`src/rtl/mmcm_phase_shift_ctrl.sv`:
```
// Converts a requested fine delay (ps) into MMCM phase steps and walks the
// MMCM dynamic phase-shift port there one PSEN/PSDONE handshake at a time.
module mmcm_phase_shift_ctrl #(
    parameter int STEP_PS        = 18,
    parameter int MAX_DELAY_PS   = 999,
    parameter int PSDONE_TIMEOUT = 64
) (
    input  logic        clk,
    input  logic        rst_n,
    input  logic [15:0] fine_delay_ps,
    input  logic        fine_update,
    input  logic        mmcm_locked,
    input  logic        psdone,
    output logic        psen,
    output logic        psincdec,
    output logic        busy,
    output logic        done,
    output logic [15:0] applied_delay_ps,
    output logic        clamped,
    output logic        timeout_err
);

    localparam logic [15:0] STEP_W  = 16'(STEP_PS);
    localparam logic [15:0] MAX_W   = 16'(MAX_DELAY_PS);
    localparam int          TW      = $clog2(PSDONE_TIMEOUT + 1);
    localparam logic [TW-1:0] TO_LAST = TW'(PSDONE_TIMEOUT - 1);

    typedef enum logic [2:0] {
        S_WAIT_LOCK, S_IDLE, S_DIVIDE, S_COMPARE, S_PULSE, S_WAIT_DONE, S_FINISH
    } state_t;

    state_t        state_q, state_d;
    logic [6:0]    cur_q, cur_d;
    logic [6:0]    tgt_q, tgt_d;
    logic [15:0]   rem_q, rem_d;
    logic [15:0]   req_q, req_d;
    logic [15:0]   pend_q, pend_d;
    logic          pend_vld_q, pend_vld_d;
    logic          dir_q, dir_d;
    logic [TW-1:0] tcnt_q, tcnt_d;
    logic [15:0]   applied_q, applied_d;
    logic          clamped_q, clamped_d;
    logic          terr_q, terr_d;
    logic [15:0]   acc_val;
    logic          in_flight;

    assign in_flight = (state_q == S_DIVIDE) || (state_q == S_COMPARE) ||
                       (state_q == S_PULSE)  || (state_q == S_WAIT_DONE);

    always_comb begin
        state_d    = state_q;
        cur_d      = cur_q;
        tgt_d      = tgt_q;
        rem_d      = rem_q;
        req_d      = req_q;
        pend_d     = pend_q;
        pend_vld_d = pend_vld_q;
        dir_d      = dir_q;
        tcnt_d     = tcnt_q;
        clamped_d  = clamped_q;
        terr_d     = terr_q;
        acc_val    = fine_update ? fine_delay_ps : pend_q;
        applied_d  = 16'(cur_q) * STEP_W;

        // Anything not accepted directly from IDLE queues up; last write wins.
        if (fine_update) begin
            pend_d     = fine_delay_ps;
            pend_vld_d = 1'b1;
        end

        if (!mmcm_locked) begin
            // Relock resets MMCM phase, so our step count restarts at zero.
            state_d = S_WAIT_LOCK;
            cur_d   = '0;
            if (!fine_update && in_flight && !pend_vld_q) begin
                pend_d     = req_q;
                pend_vld_d = 1'b1;
            end
        end else begin
            case (state_q)
                S_WAIT_LOCK: state_d = S_IDLE;
                S_IDLE: begin
                    if (fine_update || pend_vld_q) begin
                        pend_vld_d = 1'b0;
                        req_d      = acc_val;
                        clamped_d  = acc_val > MAX_W;
                        rem_d      = (acc_val > MAX_W) ? MAX_W : acc_val;
                        tgt_d      = '0;
                        terr_d     = 1'b0;
                        state_d    = S_DIVIDE;
                    end
                end
                S_DIVIDE: begin
                    if (rem_q >= STEP_W) begin
                        rem_d = rem_q - STEP_W;
                        tgt_d = tgt_q + 7'd1;
                    end else begin
                        if ({rem_q, 1'b0} >= {1'b0, STEP_W}) tgt_d = tgt_q + 7'd1;
                        state_d = S_COMPARE;
                    end
                end
                S_COMPARE: begin
                    if (tgt_q == cur_q) begin
                        state_d = S_FINISH;
                    end else begin
                        dir_d   = tgt_q > cur_q;
                        state_d = S_PULSE;
                    end
                end
                S_PULSE: begin
                    tcnt_d  = '0;
                    state_d = S_WAIT_DONE;
                end
                S_WAIT_DONE: begin
                    // psdone takes priority over a timeout in the same cycle.
                    if (psdone) begin
                        cur_d   = dir_q ? cur_q + 7'd1 : cur_q - 7'd1;
                        state_d = S_COMPARE;
                    end else if (tcnt_q == TO_LAST) begin
                        terr_d  = 1'b1;
                        state_d = S_IDLE;
                    end else begin
                        tcnt_d = tcnt_q + 1'b1;
                    end
                end
                S_FINISH: state_d = S_IDLE;
                default:  state_d = S_WAIT_LOCK;
            endcase
        end
    end

    always_ff @(posedge clk) begin
        if (!rst_n) begin
            state_q    <= S_WAIT_LOCK;
            cur_q      <= '0;
            tgt_q      <= '0;
            rem_q      <= '0;
            req_q      <= '0;
            pend_q     <= '0;
            pend_vld_q <= 1'b0;
            dir_q      <= 1'b0;
            tcnt_q     <= '0;
            applied_q  <= '0;
            clamped_q  <= 1'b0;
            terr_q     <= 1'b0;
        end else begin
            state_q    <= state_d;
            cur_q      <= cur_d;
            tgt_q      <= tgt_d;
            rem_q      <= rem_d;
            req_q      <= req_d;
            pend_q     <= pend_d;
            pend_vld_q <= pend_vld_d;
            dir_q      <= dir_d;
            tcnt_q     <= tcnt_d;
            applied_q  <= applied_d;
            clamped_q  <= clamped_d;
            terr_q     <= terr_d;
        end
    end

    assign psen             = mmcm_locked && (state_q == S_PULSE);
    assign psincdec         = psen && dir_q;
    assign done             = mmcm_locked && (state_q == S_FINISH);
    // FINISH is not busy, so done coincides with busy falling; a queued request
    // raises busy again in the following IDLE cycle.
    assign busy             = mmcm_locked && (in_flight || (state_q == S_IDLE && pend_vld_q));
    assign applied_delay_ps = applied_q;
    assign clamped          = clamped_q;
    assign timeout_err      = terr_q;

endmodule

```
`config.mk`:
```
export PLATFORM = sky130hd
export DESIGN_NAME = mmcm_phase_shift_ctrl
export DESIGN_NICKNAME = d
export VERILOG_FILES = /design/src/rtl/mmcm_phase_shift_ctrl.sv
export SDC_FILE = /design/constraint.sdc
export NUM_CORES = 1
export LEC_CHECK = 0
export ABC_CLOCK_PERIOD_IN_PS = 2500
export BUFFER_PORTS_ARGS = -buffer_cell sky130_fd_sc_hd__buf_4
export CAP_MARGIN = 15
export CORE_MARGIN = 2
export CORE_UTILIZATION = 45
export CTS_CLUSTER_SIZE = 16
export DETAILED_ROUTE_END_ITERATION = 10
export SLEW_MARGIN = 0
export SYNTH_ARGS = -nofsm -noshare
export SYNTH_HDL_FRONTEND = slang
export SYNTH_SLANG_ARGS = --single-unit
```
`constraint.sdc`:
```
create_clock -name clk -period 2.5 [get_ports clk]
set_clock_uncertainty 0.05 [all_clocks]
set_input_delay 0.5 -clock clk [delete_from_list [all_inputs] [get_ports clk]]
set_output_delay 0.5 -clock clk [all_outputs]
set_load 0.02 [all_outputs]
```
==> results by group <==
Status
  • Status: complete, no violations

Synth
  • Synthesized area per cell: 8.529 sq um
  • Synth async-reset ratio: 0
  • Number of synthesis warnings: 0
  • Mapped Area: 4648 sq um
  • Register bit total from synthesis: 87
  • Sequential area share after synthesis: 0.3747
  • Syn Inst Count: 545
  • Top_reg_cell synth: dfxtp_1
  • Yosys cell types: 64
  • Number of synthesized flops with an enable pin: 0

Finish
  • Layout cells sized above 1: 0.1300
  • Fin nets: 618
  • Antenna diodes: 0
  • Fin util: 0.5135
  • Layout area overhead: 12.52%

Clock tree
  • Post-CTS sizing: 0
  • Setup bufs post-CTS: 0
  • CTS tree: yes
  • Worst skew pair latency: 0.36 ns
  • CTS Buf Count: 9
  • Clock Path Buffers: 2
  • Clock transition at path regs: 0.09 ns
  • CTS Sinks: 87
  • Hold buffer count at CTS: 0
  • H-tree Lvls: 3
  • Root buf cell: clkbuf_8

Worst setup path
  • R2r setup slk: 0.37 ns
  • RR Startpoint: state_q[1]
  • Critical path class: flop to flop
  • Required time worst endpoint: 2.74 ns
  • Cells on worst reg2reg path: 5
  • Endpoint class of the critical path: flop
  • CP arrival: 2.37 ns
  • Critical R2R Capture: tgt_q[5]
  • Critical Path Fanout Max: 17
  • Nature of the critical path startpoint: flop

Die
  • Die Ht: 105.6 um
  • DIE AREA: 11160 sq um
  • I/O pins: 43
  • Die Wd: 105.6 um
  • Starting Density: 0.4564
  • Rows: 37
  • Core area: 10180 sq um

STA
  • RSZ-0062 raised after global routing: false
  • Post-route setup slack: 0.3727 ns
  • Worst-margin pin slew: 0.6377 ns
  • Max Freq: 470.1 MHz
  • Final hold vios: 0
  • Crit path time final: 2.127 ns
  • Pins Over Slew Limit: 0
  • Worst slew margin: 0.5733
  • Total negative slack: 0 ns
  • Period utilisation layout: 0.8509
  • Final setup vio count: 0

Routing
  • Final antenna-violating net count: 0
  • Total routed wirelength: 10490 um
  • DR WL/cell: 14.71 um
  • Via density: 5.617
  • First-pass DRT Iterations: 4
  • DR vias: 4005
  • DRC: 0
  • DR iter-0 viols: 259

Global route
  • Total gr overflow: 0
  • Initial antenna violation count: 0
  • Number of global-route vias before repair: 3763
  • Global-route wire length before repair: 18020 um
  • Gr usage total: 0.1960
  • Largest net degree at the start of global routing: 52

Worst hold path
  • WHS Path Cells: 3
  • HP Start: mmcm_locked
  • Worst Hold Path EP: cur_q[6]
  • Hold Crit Class: input pin to flop

Power
  • Sw Share: 0.2675
  • Static Leakage: 2.059 nW
  • Clock power share: 0.369
  • P_int: 1.989 mW
  • Switching pwr: 0.7264 mW
  • VDD IR max: 0.0003930 V
  • Gate power share: 0.100
  • Sequential power share: 0.531
  • Power per cell area: 519.2 nW/um^2

Job
  • Max cap viols: 0

Placed design
  • Port bufs: 37
  • Worst slack, placed: 0.2775 ns
  • Routability Congestion: 0.8093
  • DP HPWL: 7425 um
[stage by stage]
step,cells,power (mW),area [sq um],hold WS (ns)
floorplan,549,1.670,4663,0.4008
global placement,697,1.741,5032,0.4245
finish,713,2.715,5230,0.4215
CTS,713,2.737,5230,0.4125
detailed placement,697,1.745,5032,0.4336
global route,713,2.824,5230,0.4348
[sequential cells by signal, summed over array words and instances, names as in the netlist]
name / flops
applied_delay_ps: 11
clamped: 1
cur_q: 7
dir_q: 1
pend_q: 16
pend_vld_q: 1
rem_q: 16
req_q: 16
state_q: 3
tcnt_q: 7
tgt_q: 7
timeout_err: 1
[cell families (layout without fill, tap and decap cells)]
group	count (synthesis)	count (layout)	synth area share
buf+inv	57	85	0.05330
mux	20	20	0.04307
compound gates	144	144	0.2170
other cells	1	5	0.0008068
flops	87	87	0.3747
xor+xnor	9	9	0.01696
simple gates	202	202	0.2237
fa+ha+maj	25	25	0.07053
[power groups by stage]
stage | Sequential, mW | Combinational [mW] | Clock, mW
5_1_grt | 1.45 | 0.302 | 1.08
6_report | 1.44 | 0.272 | 1.00
4_1_cts | 1.44 | 0.272 | 1.02
3_3_place_gp | 1.47 | 0.268 | 0
3_5_place_dp | 1.47 | 0.272 | 0
2_1_floorplan | 1.47 | 0.203 | 0
[area by class of cell]
class / instances / area [sq um]
Clock inverter: 6 / 70.07
Tap cell: 136 / 170.2
Fill cell: 986 / 4955
Sequential cell: 87 / 1742
Inverter: 19 / 71.32
Timing Repair Buffer: 50 / 375.4
Clock buffer: 10 / 127.6
Multi-Input combinational cell: 405 / 2674
[how the worst max path moves through the flow]
stage                            from        to  slack [ns]  cells after the start
after detailed placement  mmcm_locked  tgt_q[5]        0.28                      6
after CTS                  state_q[1]  tgt_q[5]        0.37                      5
after global placement    mmcm_locked  tgt_q[5]        0.37                      6
after floorplan            state_q[2]  psincdec        0.36                      4
after global routing       state_q[1]  tgt_q[5]        0.20                      5
final                      state_q[1]  tgt_q[5]        0.37                      5
[routing by layer]
layer	vias up	wire, um	part of all wire	global-route usage
met5	-	0	0	0
met4	0	127	0.012	0.05451
met3	6	360	0.034	0.03711
met2	74	4897	0.47	0.3263
met1	1874	5104	0.49	0.2598
li1	2051	-	-	-
[worst max-delay path, stage by stage (launching register included)]
cell and delay (ns):
dfxtp_1 0.55, nand2b_1 0.20, o21ai_1 0.15, nand2_1 0.34, or4_1 0.61, a21oi_1 0.16
[synthesized netlist by cell type (5+ instances only)]
master	n	area share
and2_1	5	0.0067
dfxtp_1	87	0.37
buf_2	6	0.0065
clkbuf_1	24	0.019
o31ai_1	9	0.015
buf_4	7	0.011
o211ai_1	8	0.013
or4_1	8	0.013
mux2i_1	20	0.043
xnor2_1	6	0.011
a21oi_1	21	0.023
and3_1	5	0.0067
a31oi_1	11	0.015
nor2b_1	9	0.012
nand2_1	41	0.033
nand3_1	15	0.016
ha_1	23	0.062
a211oi_1	40	0.065
o21ai_0	20	0.022
or3_1	6	0.0081
nor2_1	61	0.049
nor3_1	15	0.016
inv_1	18	0.015
nand2b_1	7	0.0094
[placed cells by master, fill, tap and decap left out, types with 11 or more instances in the layout]
master,count
nand2_1,41
dfxtp_1,87
inv_1,18
a31oi_1,11
a21oi_1,21
o21ai_0,20
a211oi_1,40
ha_1,23
nand3_1,15
buf_4,50
nor3_1,15
nor2_1,61
mux2i_1,20
Power figures use the tool's default switching activity.
